## src/rtl/clk_ctrl_pkg.sv

```systemverilog
// Shared definitions for the step/run clock-control front end.
//   ctrl_state_t         : controller FSM state encoding
//   DEF_DEBOUNCE_CYCLES  : default debounce length (board top overrides it)
//   DEF_CNT_W            : default step counter width
//   debounce_cnt_w()     : width needed for a debounce counter of given length
package clk_ctrl_pkg;

  typedef enum logic [1:0] {
    IDLE   = 2'd0,
    STEP   = 2'd1,
    RUN    = 2'd2,
    HALTED = 2'd3
  } ctrl_state_t;

  localparam int DEF_DEBOUNCE_CYCLES = 16;
  localparam int DEF_CNT_W           = 16;

  // The debounce counter only ever holds 0 .. cycles-1.
  function automatic int debounce_cnt_w(input int cycles);
    return (cycles <= 2) ? 1 : $clog2(cycles);
  endfunction

endpackage

```

## src/rtl/btn_debounce.sv

```systemverilog
// Button conditioning: 2-flop synchronizer, debounce counter and registered
// rising-edge detect.
//   clk     : system clock
//   rst     : asynchronous active-high reset
//   btn_raw : raw, bouncy, asynchronous button input
//   level   : debounced button level
//   press   : one-cycle pulse when the debounced level rises
module btn_debounce
  import clk_ctrl_pkg::*;
#(
  parameter int DEBOUNCE_CYCLES = DEF_DEBOUNCE_CYCLES  // must be >= 2
) (
  input  logic clk,
  input  logic rst,
  input  logic btn_raw,
  output logic level,
  output logic press
);

  localparam int             CW       = debounce_cnt_w(DEBOUNCE_CYCLES);
  localparam logic [CW-1:0]  CNT_LAST = CW'(DEBOUNCE_CYCLES - 1);

  logic          sync1_reg;
  logic          sync2_reg;
  logic          stable_reg;
  logic          stable_d_reg;
  logic          press_reg;
  logic [CW-1:0] cnt_reg;

  always_ff @(posedge clk or posedge rst) begin
    if (rst) begin
      sync1_reg    <= 1'b0;
      sync2_reg    <= 1'b0;
      stable_reg   <= 1'b0;
      stable_d_reg <= 1'b0;
      press_reg    <= 1'b0;
      cnt_reg      <= '0;
    end else begin
      sync1_reg <= btn_raw;
      sync2_reg <= sync1_reg;
      // Any cycle of agreement restarts the count, so only an unbroken run
      // of DEBOUNCE_CYCLES disagreeing samples moves the stable level.
      if (sync2_reg == stable_reg) begin
        cnt_reg <= '0;
      end else if (cnt_reg == CNT_LAST) begin
        stable_reg <= sync2_reg;
        cnt_reg    <= '0;
      end else begin
        cnt_reg <= cnt_reg + CW'(1);
      end
      stable_d_reg <= stable_reg;
      press_reg    <= stable_reg & ~stable_d_reg;
    end
  end

  assign level = stable_reg;
  assign press = press_reg;

endmodule

```

## src/rtl/step_run_controller.sv

```systemverilog
// Clock-control front end: turns STEP and RUN/STOP buttons plus a CPU halt
// request into a registered one-instruction-per-cycle advance enable.
//   clk      : system clock
//   rst      : asynchronous active-high reset
//   btn_step : raw STEP button
//   btn_run  : raw RUN/STOP toggle button
//   halt_in  : synchronous CPU halt request (honored in STEP/RUN only)
//   cpu_en   : registered advance enable (high in STEP and RUN)
//   running  : high while in RUN
//   halted   : high while in HALTED
//   step_cnt : saturating count of cycles with cpu_en high
module step_run_controller
  import clk_ctrl_pkg::*;
#(
  parameter int DEBOUNCE_CYCLES = DEF_DEBOUNCE_CYCLES,  // must be >= 2
  parameter int CNT_W           = DEF_CNT_W
) (
  input  logic             clk,
  input  logic             rst,
  input  logic             btn_step,
  input  logic             btn_run,
  input  logic             halt_in,
  output logic             cpu_en,
  output logic             running,
  output logic             halted,
  output logic [CNT_W-1:0] step_cnt
);

  // Bit 0 is STEP, bit 1 is RUN.
  logic [1:0] btn_raw_vec;
  logic [1:0] press_vec;
  logic [1:0] level_unused;

  assign btn_raw_vec = {btn_run, btn_step};

  genvar gi;
  generate
    for (gi = 0; gi < 2; gi++) begin : g_btn
      btn_debounce #(
        .DEBOUNCE_CYCLES(DEBOUNCE_CYCLES)
      ) u_debounce (
        .clk     (clk),
        .rst     (rst),
        .btn_raw (btn_raw_vec[gi]),
        .level   (level_unused[gi]),
        .press   (press_vec[gi])
      );
    end
  endgenerate

  logic step_press;
  logic run_press;

  assign step_press = press_vec[0];
  assign run_press  = press_vec[1];

  ctrl_state_t      state_reg;
  ctrl_state_t      state_next;
  logic             cpu_en_reg;
  logic             running_reg;
  logic             halted_reg;
  logic [CNT_W-1:0] step_cnt_reg;

  always_comb begin
    state_next = state_reg;
    case (state_reg)
      IDLE: begin
        if (run_press) begin
          state_next = RUN;
        end else if (step_press) begin
          state_next = STEP;
        end
      end
      STEP: begin
        state_next = halt_in ? HALTED : IDLE;
      end
      RUN: begin
        // Halt wins over a simultaneous stop press; step presses are ignored.
        if (halt_in) begin
          state_next = HALTED;
        end else if (run_press) begin
          state_next = IDLE;
        end
      end
      HALTED: begin
        if (run_press) begin
          state_next = IDLE;
        end
      end
      default: state_next = IDLE;
    endcase
  end

  // Outputs are registered from the next state so they line up with the
  // state register and carry no combinational path from the inputs.
  always_ff @(posedge clk or posedge rst) begin
    if (rst) begin
      state_reg    <= IDLE;
      cpu_en_reg   <= 1'b0;
      running_reg  <= 1'b0;
      halted_reg   <= 1'b0;
      step_cnt_reg <= '0;
    end else begin
      state_reg   <= state_next;
      cpu_en_reg  <= (state_next == STEP) || (state_next == RUN);
      running_reg <= (state_next == RUN);
      halted_reg  <= (state_next == HALTED);
      if (cpu_en_reg && (step_cnt_reg != '1)) begin
        step_cnt_reg <= step_cnt_reg + CNT_W'(1);
      end
    end
  end

  assign cpu_en   = cpu_en_reg;
  assign running  = running_reg;
  assign halted   = halted_reg;
  assign step_cnt = step_cnt_reg;

endmodule
```

## config.mk

```make
export PLATFORM = sky130hd
export DESIGN_NAME = step_run_controller
export DESIGN_NICKNAME = d
export VERILOG_FILES = /design/src/rtl/clk_ctrl_pkg.sv /design/src/rtl/btn_debounce.sv /design/src/rtl/step_run_controller.sv
export SDC_FILE = /design/constraint.sdc
export NUM_CORES = 1
export LEC_CHECK = 0
export CORE_MARGIN = 5
export CORE_UTILIZATION = 27
export CTS_CLUSTER_SIZE = 28
export DETAILED_ROUTE_END_ITERATION = 8
export GPL_TIMING_DRIVEN = 0
export SLEW_MARGIN = 20
export SYNTH_ARGS = -nofsm -noshare
export SYNTH_HDL_FRONTEND = slang
export SYNTH_HIERARCHICAL = 1
export SYNTH_SLANG_ARGS = --single-unit
export TNS_END_PERCENT = 1
```

## constraint.sdc

```tcl
create_clock -name clk -period 2.4 [get_ports clk]
set_input_delay 0.24 -clock clk [delete_from_list [all_inputs] [get_ports clk]]
set_output_delay 0.24 -clock clk [all_outputs]
set_load 0.02 [all_outputs]
```

Word-level counts from Yosys, hierarchy flattened
Index checks and enable logic that the tools add are counted.

Reductions and logical operators: 5. Add/subtract/negate cells: 3. Equal/unequal tests: 11. Bitwise logic cells: 6. Muxes and demuxes: 10.

Operators by type and width (count): $add A16 B1 Y16 const B (1); $mux W4 (4); $ne A16 B16 Y1 const B (1); $mux W2 (5); $add A4 B1 Y4 const B (2); $eq A2 B2 Y1 const B (4); $eq A4 B4 Y1 const B (2); $pmux W2 S4 (1); $eq A2 B1 Y1 const B (2); $not A1 Y1 (4); $reduce_and A2 Y1 (2); $and A1 B1 Y1 (2); $eq A1 B1 Y1 (2); $logic_not A2 Y1 (1); $logic_and A1 B1 Y1 (1); $logic_or A1 B1 Y1 (1).

Input bits: 5. Output and inout port bits: 19. Word-level logic and storage cells: 52. Bits in registers: 39.

Longest topological paths before layout
Gate-level depths: netlist of the first run.

Depth in word-level cells: 5. Depth in mapped cells: 5. Gate-level depth less buffers: 5.

Hierarchy
The synthesis of the first run kept the hierarchy.

By module, submodules not included: step_run_controller (instances 1, area each 1052.3 µm², cells each 97, sequential area each 525.5 µm²); btn_debounce (instances 2, area each 330.3 µm², cells each 22, sequential area each 225.2 µm²).

Worst setup path before layout of the first run
Ideal clock, no wire load.

Kind: register to register. Start: register step_cnt_reg[0] (netlist: step_cnt[0]). End: register step_cnt_reg[1] (netlist: step_cnt[1]). Period minus slack after synthesis: 1.695 ns. Data arrival time: 1.570 ns. Stages on the path, launching flop included: 6. Library setup time: 0.125 ns. Buffers on the path: 0. Slack: 0.705 ns. Path through: dfrtp_1 ha_1 nand4_1 nor4_4 nor2b_2 mux2_4.

Longest elaborated chain between the ends: 2. Elaborated cells between the ends (all ways): 3.

Ends and longest elaborated chain: from (decl) (line step_run_controller.sv:62) `logic [CNT_W-1:0] step_cnt_reg;`; from (signal assigned) (line step_run_controller.sv:109) `step_cnt_reg <= step_cnt_reg + CNT_W'(1);`; parallel branches: the longest is 2 deep, another holds $add A16 B1 Y16.

Parallel ways; which one is timed is not known. A chain may end at the register's enable or synchronous reset.

Worst setup path after layout of the first run
Same ends and word-level chain as after synthesis.

==> run_results.csv, run 1 <==
group,metric,value,unit
run_status,outcome,"finished clean",
job,cap_violations,0,
critical_path,path_buf_inv,0,
sta,hold_viol,0,
critical_path,cpPeakStageDelay,430,ps
yosys,ys_ff_latch,39,
critical_path,critical_path_class,"register to register",
yosys,ys_async_sr_fraction,100,%
power_and_ir_drop,power_frac_seq,44.4,%
power_and_ir_drop,power_density,860,nW/um2
sta,rsz0062_at_grt,"false",
cts,cts_max_path_buffers,2,
yosys,syn_area,1710,um2
yosys,synthFlopType,"dfrtp_1",
yosys,yosysTopAreaCellShare,57.0,%
power_and_ir_drop,internal_power,0.00135,W
yosys,syn_inst,141,
detailed_routing,drc,0,
power_and_ir_drop,switching_share,27.9,%
min_path,min_path_type,"input port to async pin",
sta,fmax,0.561,GHz
detailed_routing,antenna_left,0,
yosys,synth_top_cells_by_area,"dfrtp_1 57%, xor2_1 4.1%, ha_1 3.7%",
cts,clock_sinks,39,
critical_path,ff2ff_path_depth,5,
critical_path,cp-startpoint,"step_cnt[0]",
detailed_routing,route.vias.total,1164,
sta,setup_tns,0,ps
floorplanning,die_width,89.7,um
critical_path,critPathTopFamily,"simple AND/OR/NAND/NOR gates",
detailed_routing,wire_per_inst,12.3,um
yosys,synth_edf_count,0,
global_routing,overflow,0,
finish,areaGrowthSynthToFinish,26.8,%
yosys,synth_warnings,6,
finish,largest_reg_flops,16,
floorplanning,fp.dieH,89.7,um
cts,postCtsHoldBufs,0,
cts,insertion_delay,290,ps
power_and_ir_drop,power.leakage,0.991,nW
detailed_routing,routed_wl,3070,um
yosys,ys_seq_area_share,57.0,%
floorplanning,start_util,27.3,%
cts,root_buffer,"clkbuf_8",
placement,finalWeightedCongestion,0.682,
sta,slew_headroom,46.9,%
placement,port_buffers,23,
yosys,avgSynthCellArea,12.1,um2
yosys,synth_fp_nets,151,
critical_path,crit_fanout,6,
floorplanning,die_area,8040,um2
cts,h-tree-depth,2,
detailed_routing,viasPerCell,4.67,
global_routing,grt_usage,8.51,%
detailed_routing,dr.first_iter.drc_count,61,
sta,skew,7.29,ps
sta,holdWs,282,ps
sta,period_needed,1780,ps
finish,final_nets,181,
finish,diodes,0,
floorplanning,coreArea,6280,um2
placement,pre_cts_ws,633,ps
global_routing,grt_pass1_wl,5220,um
critical_path,path_cells,"ha_1 -> nand4_1 -> nor4_4 -> nor2b_2 -> mux2_4",
cts,cts_resized,0,
critical_path,crit_arrival,1960,ps
global_routing,grt_max_degree,22,
floorplanning,io_pins,24,
sta,timing.final.ws_setup,617,ps
global_routing,antenna_found_initial,0,
placement,dpl.hpwl,2210,um
critical_path,reg2reg_from,"step_cnt[0]",
global_routing,grt_pass1_vias,1105,
sta,slew_violations,0,
floorplanning,num_rows,29,
detailed_routing,dr.pass1.iters,4,
power_and_ir_drop,power_frac_comb,21.2,%
power_and_ir_drop,ir_drop,0.315,mV
finish,drive_gt1_share,12.2,%
critical_path,worst-path-stages,5,
critical_path,critPathCaptureType,"register",
power_and_ir_drop,p_switching,0.000522,W
sta,setup_viol,0,
power_and_ir_drop,pwr-share-clk,34.4,%
yosys,ys_types,34,
critical_path,slowest_stage,"dfrtp_1",
cts,cts_tree,"done",
sta,tightest_slew,795,ps
critical_path,crit_required,2570,ps
yosys,yosys.area.top_type,"dfrtp_1",
sta,period_share,74.3,%
cts,post_cts_buffers,0,
critical_path,startpoint_type,"register",
cts,path_clk_slew,70,ps
cts,cts_buffers,5,
-- layout make-up --
class,count,area [um2]
repair buffers,23,230
clock inverters,2,60.1
flip-flops and latches,39,976
fillers,641,4110
well taps,77,96.3
multi-input cells,95,711
clock buffers,6,72.6
plain buffers,1,3.75
inverters,6,22.5
-- through the flow --
stage | cell area (um2) | total power, W | utilization, % | instances
floorplan | 1710 | 0.00106 | - | 141
global placement | 2040 | 0.00124 | 32.5 | 241
detailed placement | 2040 | 0.00125 | 32.5 | 241
CTS | 2170 | 0.00191 | 34.6 | 249
global route | 2170 | 0.00198 | 34.6 | 249
finish | 2170 | 0.00187 | 34.6 | 249
-- placed cells by master, fill, tap and decap left out, drive strengths merged, types with 2 or more instances in the layout --
cell / instances
nor2b: 6
xnor2: 6
dfrtp: 39
nand3: 9
bufinv: 2
and4: 2
mux2: 7
a31oi: 4
nor2: 10
nor3b: 3
nand2b: 2
ha: 5
clkdlybuf4s50: 23
clkbuf: 7
a21o: 2
and3: 2
nand4: 9
nor3: 2
a311oi: 2
a21oi: 2
nand2: 5
inv: 6
xor2: 8
-- worst paths after layout --
path,endpoint,slack (ps)
max in group asynchronous,step_cnt[7],1430
worst min-delay path,g_btn[1].u_debounce/cnt_reg[3],280
worst min register to register,g_btn[1].u_debounce/sync2_reg,350
worst max register to register,step_cnt[1],620
min in group clk,g_btn[1].u_debounce/sync2_reg,350
worst max-delay path,step_cnt[1],620
-- power by group through the flow --
stage               Combinational, W  Clock [W]  Sequential (W)
floorplan                   0.000159          0        0.000900
global placement            0.000394          0        0.000841
detailed placement          0.000403          0        0.000844
CTS                         0.000405   0.000670        0.000831
global route                0.000434   0.000697        0.000845
finish                      0.000396   0.000643        0.000830
-- logic make-up (layout without fill, tap and decap cells) --
kind of cell | Yosys count | in the layout | synth area share [%]
DFF | 39 | 39 | 57.0
muxes | 7 | 7 | 5.26
and+or+nand+nor | 53 | 53 | 18.8
buffers and inverters | 7 | 38 | 1.53
xor gates and xnor gates | 14 | 14 | 7.16
adders and majority gates | 5 | 5 | 3.65
AOI/OAI and AO/OA | 16 | 16 | 6.57
-- worst reg2reg max path: cells and delay by family (launching register included) --
kind | cells | cell delay (ps)
fa+ha+maj | 1 | 280
simple gates | 3 | 650
mux | 1 | 310
flops | 1 | 430
-- synthesized netlist by cell type, drive strengths merged (2+ instances only) --
library cell,n
nand4,9
xor2,8
inv,6
ha,5
and4,2
a311oi,2
nor2,10
dfrtp,39
nand2b,2
a21o,2
nor3,2
a21oi,2
and3,2
mux2,7
nand2,5
nor2b,6
nand3,9
nor3b,3
xnor2,6
a31oi,4
-- layer usage --
metal	GRT usage, %	share of wire [%]	vias to the layer above
met5	0	0	-
met4	3.65	1.3	0
met1	10.3	46	578
met2	13.4	47	20
met3	3.28	5.0	4
li1	-	-	562
(Power assumes the default switching activity.)
==> inputs of run 2 (changes only) <==
- clock period: 2.4 -> 1.4 ns (I/O delays scaled with it)
==> run_results.csv, run 2 (same netlist as run 1, synthesis figures left out) <==
group,metric,value,unit
finish,fin_util,36.4,%
detailed_routing,viasPerCell,4.66,
finish,final_nets,193,
cts,path_clk_slew,80,ps
detailed_routing,wl_met3,180,um
job,cap_violations,0,
run_status,outcome,"complete, but fails checks",
detailed_routing,drc,0,
power_and_ir_drop,power_density,1430,nW/um2
finish,fillers,631,
run_status,violations,"setup timing",
global_routing,grt_max_degree,22,
detailed_routing,wire_per_inst,12.3,um
min_path,min_path_type,"input port to async pin",
floorplanning,start_util,27.3,%
sta,period_needed,1570,ps
sta,hold_viol,0,
global_routing,grt_pass1_vias,1216,
detailed_routing,dr_wl_met2,1560,um
global_routing,grt_usage,8.93,%
sta,rsz0062_at_grt,"true",
detailed_routing,routed_wl,3220,um
finish,diodes,0,
cts,cts_max_path_buffers,2,
sta,fmax,0.638,GHz
cts,h-tree-depth,2,
floorplanning,num_rows,29,
sta,timing.final.ws_setup,-166,ps
detailed_routing,dr.first_iter.drc_count,39,
sta,period_share,112,%
sta,setup_viol,12,
finish,areaGrowthSynthToFinish,33.5,%
detailed_routing,topRoutingLayerUsed,"met4",
floorplanning,die_width,89.7,um
critical_path,critical_path_class,"register to register",
finish,fin_cells,261,
sta,skew,1.87,ps
global_routing,grt_pass1_wl,5490,um
floorplanning,io_pins,24,
sta,slew_violations,0,
placement,dpl.hpwl,2210,um
cts,postCtsHoldBufs,0,
critical_path,crit_fanout,4,
cts,cts_tree,"done",
cts,root_buffer,"clkbuf_8",
detailed_routing,route.vias.total,1217,
floorplanning,fp.dieH,89.7,um
global_routing,overflow,0,
finish,final_cell_mix,"30 x dfrtp_1, 14 x dlygate4sd2_1, 12 x buf_4, 10 x nor2_1, 9 x dfrtp_2",
detailed_routing,antenna_left,0,
placement,port_buffers,23,
sta,tightest_slew,821,ps
critical_path,startpoint_type,"register",
sta,holdWs,175,ps
cts,insertion_delay,290,ps
power_and_ir_drop,p_total,0.00327,W
global_routing,antenna_found_initial,0,
critical_path,critPathCaptureType,"register",
placement,dpl.cell_count,241,
sta,slew_headroom,45.2,%
detailed_routing,drt-met1-wl,1420,um
finish,drive_gt1_share,29.3,%
finish,mostFrequentLayoutCell,"dfrtp_1",
floorplanning,die_area,8040,um2
floorplanning,coreArea,6280,um2
cts,cts_buffers,5,
critical_path,crit_required,1580,ps
placement,finalWeightedCongestion,0.732,
power_and_ir_drop,power.leakage,1.12,nW
critical_path,crit_arrival,1740,ps
cts,clock_sinks,39,
power_and_ir_drop,ir_drop,0.496,mV
finish,largest_reg_flops,16,
detailed_routing,dr.pass1.iters,4,
## run 2: metal layers
metal	global-route usage [%]	up-vias
met3	3.28	6
met2	14.6	30
met1	10.4	592
met4	3.92	0
met5	0	-
li1	-	589
## run 2: worst paths after layout
check                                               from                            end  slack [ps]  depth (start not counted)
hold reg to reg            g_btn[1].u_debounce/sync1_reg  g_btn[1].u_debounce/sync2_reg         350                          0
setup reg to reg                             step_cnt[1]                   step_cnt[15]        -170                          5
hold / removal                                       rst      g_btn[1].u_debounce/press         180                          2
min in group clk                                 btn_run  g_btn[1].u_debounce/sync1_reg         280                          1
setup / recovery                             step_cnt[1]                   step_cnt[15]        -170                          5
max in group asynchronous                            rst                    step_cnt[8]         450                          2
## run 2: layout make-up
type	count	area (um2)	share of cell area, %
Sequential cell	39	987	43.2
Tap cell	77	96.3	4.21
Clock buffer	6	82.6	3.61
Clock inverter	2	35.0	1.53
Timing Repair Buffer	35	302	13.2
Inverter	6	22.5	0.985
Buffer	1	5.00	0.219
Multi-Input combinational cell	95	757	33.1
## run 2: repair_timing
item | CTS | global route
gates cloned | 0 | 0
endpoints found under the setup margin | 30 | 18
pin swaps | 5 | 5
gates resized for setup | 23 | 18
buffers inserted | 8 | 4
## run 2: metrics by stage
step,worst slack (ps),area [um2],TNS (ps)
finish,-166,2290,-1070
global route,-207,2290,-2180
CTS,-253,2220,-2470
detailed placement,-329,2040,-2550
global placement,-328,2040,-2530
floorplan,-280,1710,-2070
## run 2: critical path, stage by stage, from the launching register on
cell     delay, ps
dfrtp_2        410
buf_6          110
and4_4         220
nand4_1        170
nor3_2         230
mux2_4         310
## run 2: report_power, final
group	leakage, nW	switching, W	internal [W]	total [W]
clock network	0.0612	0.000389	0.000577	0.000965
logic	0.565	0.000400	0.000465	0.000864
registers	0.494	0.000167	0.00128	0.00144
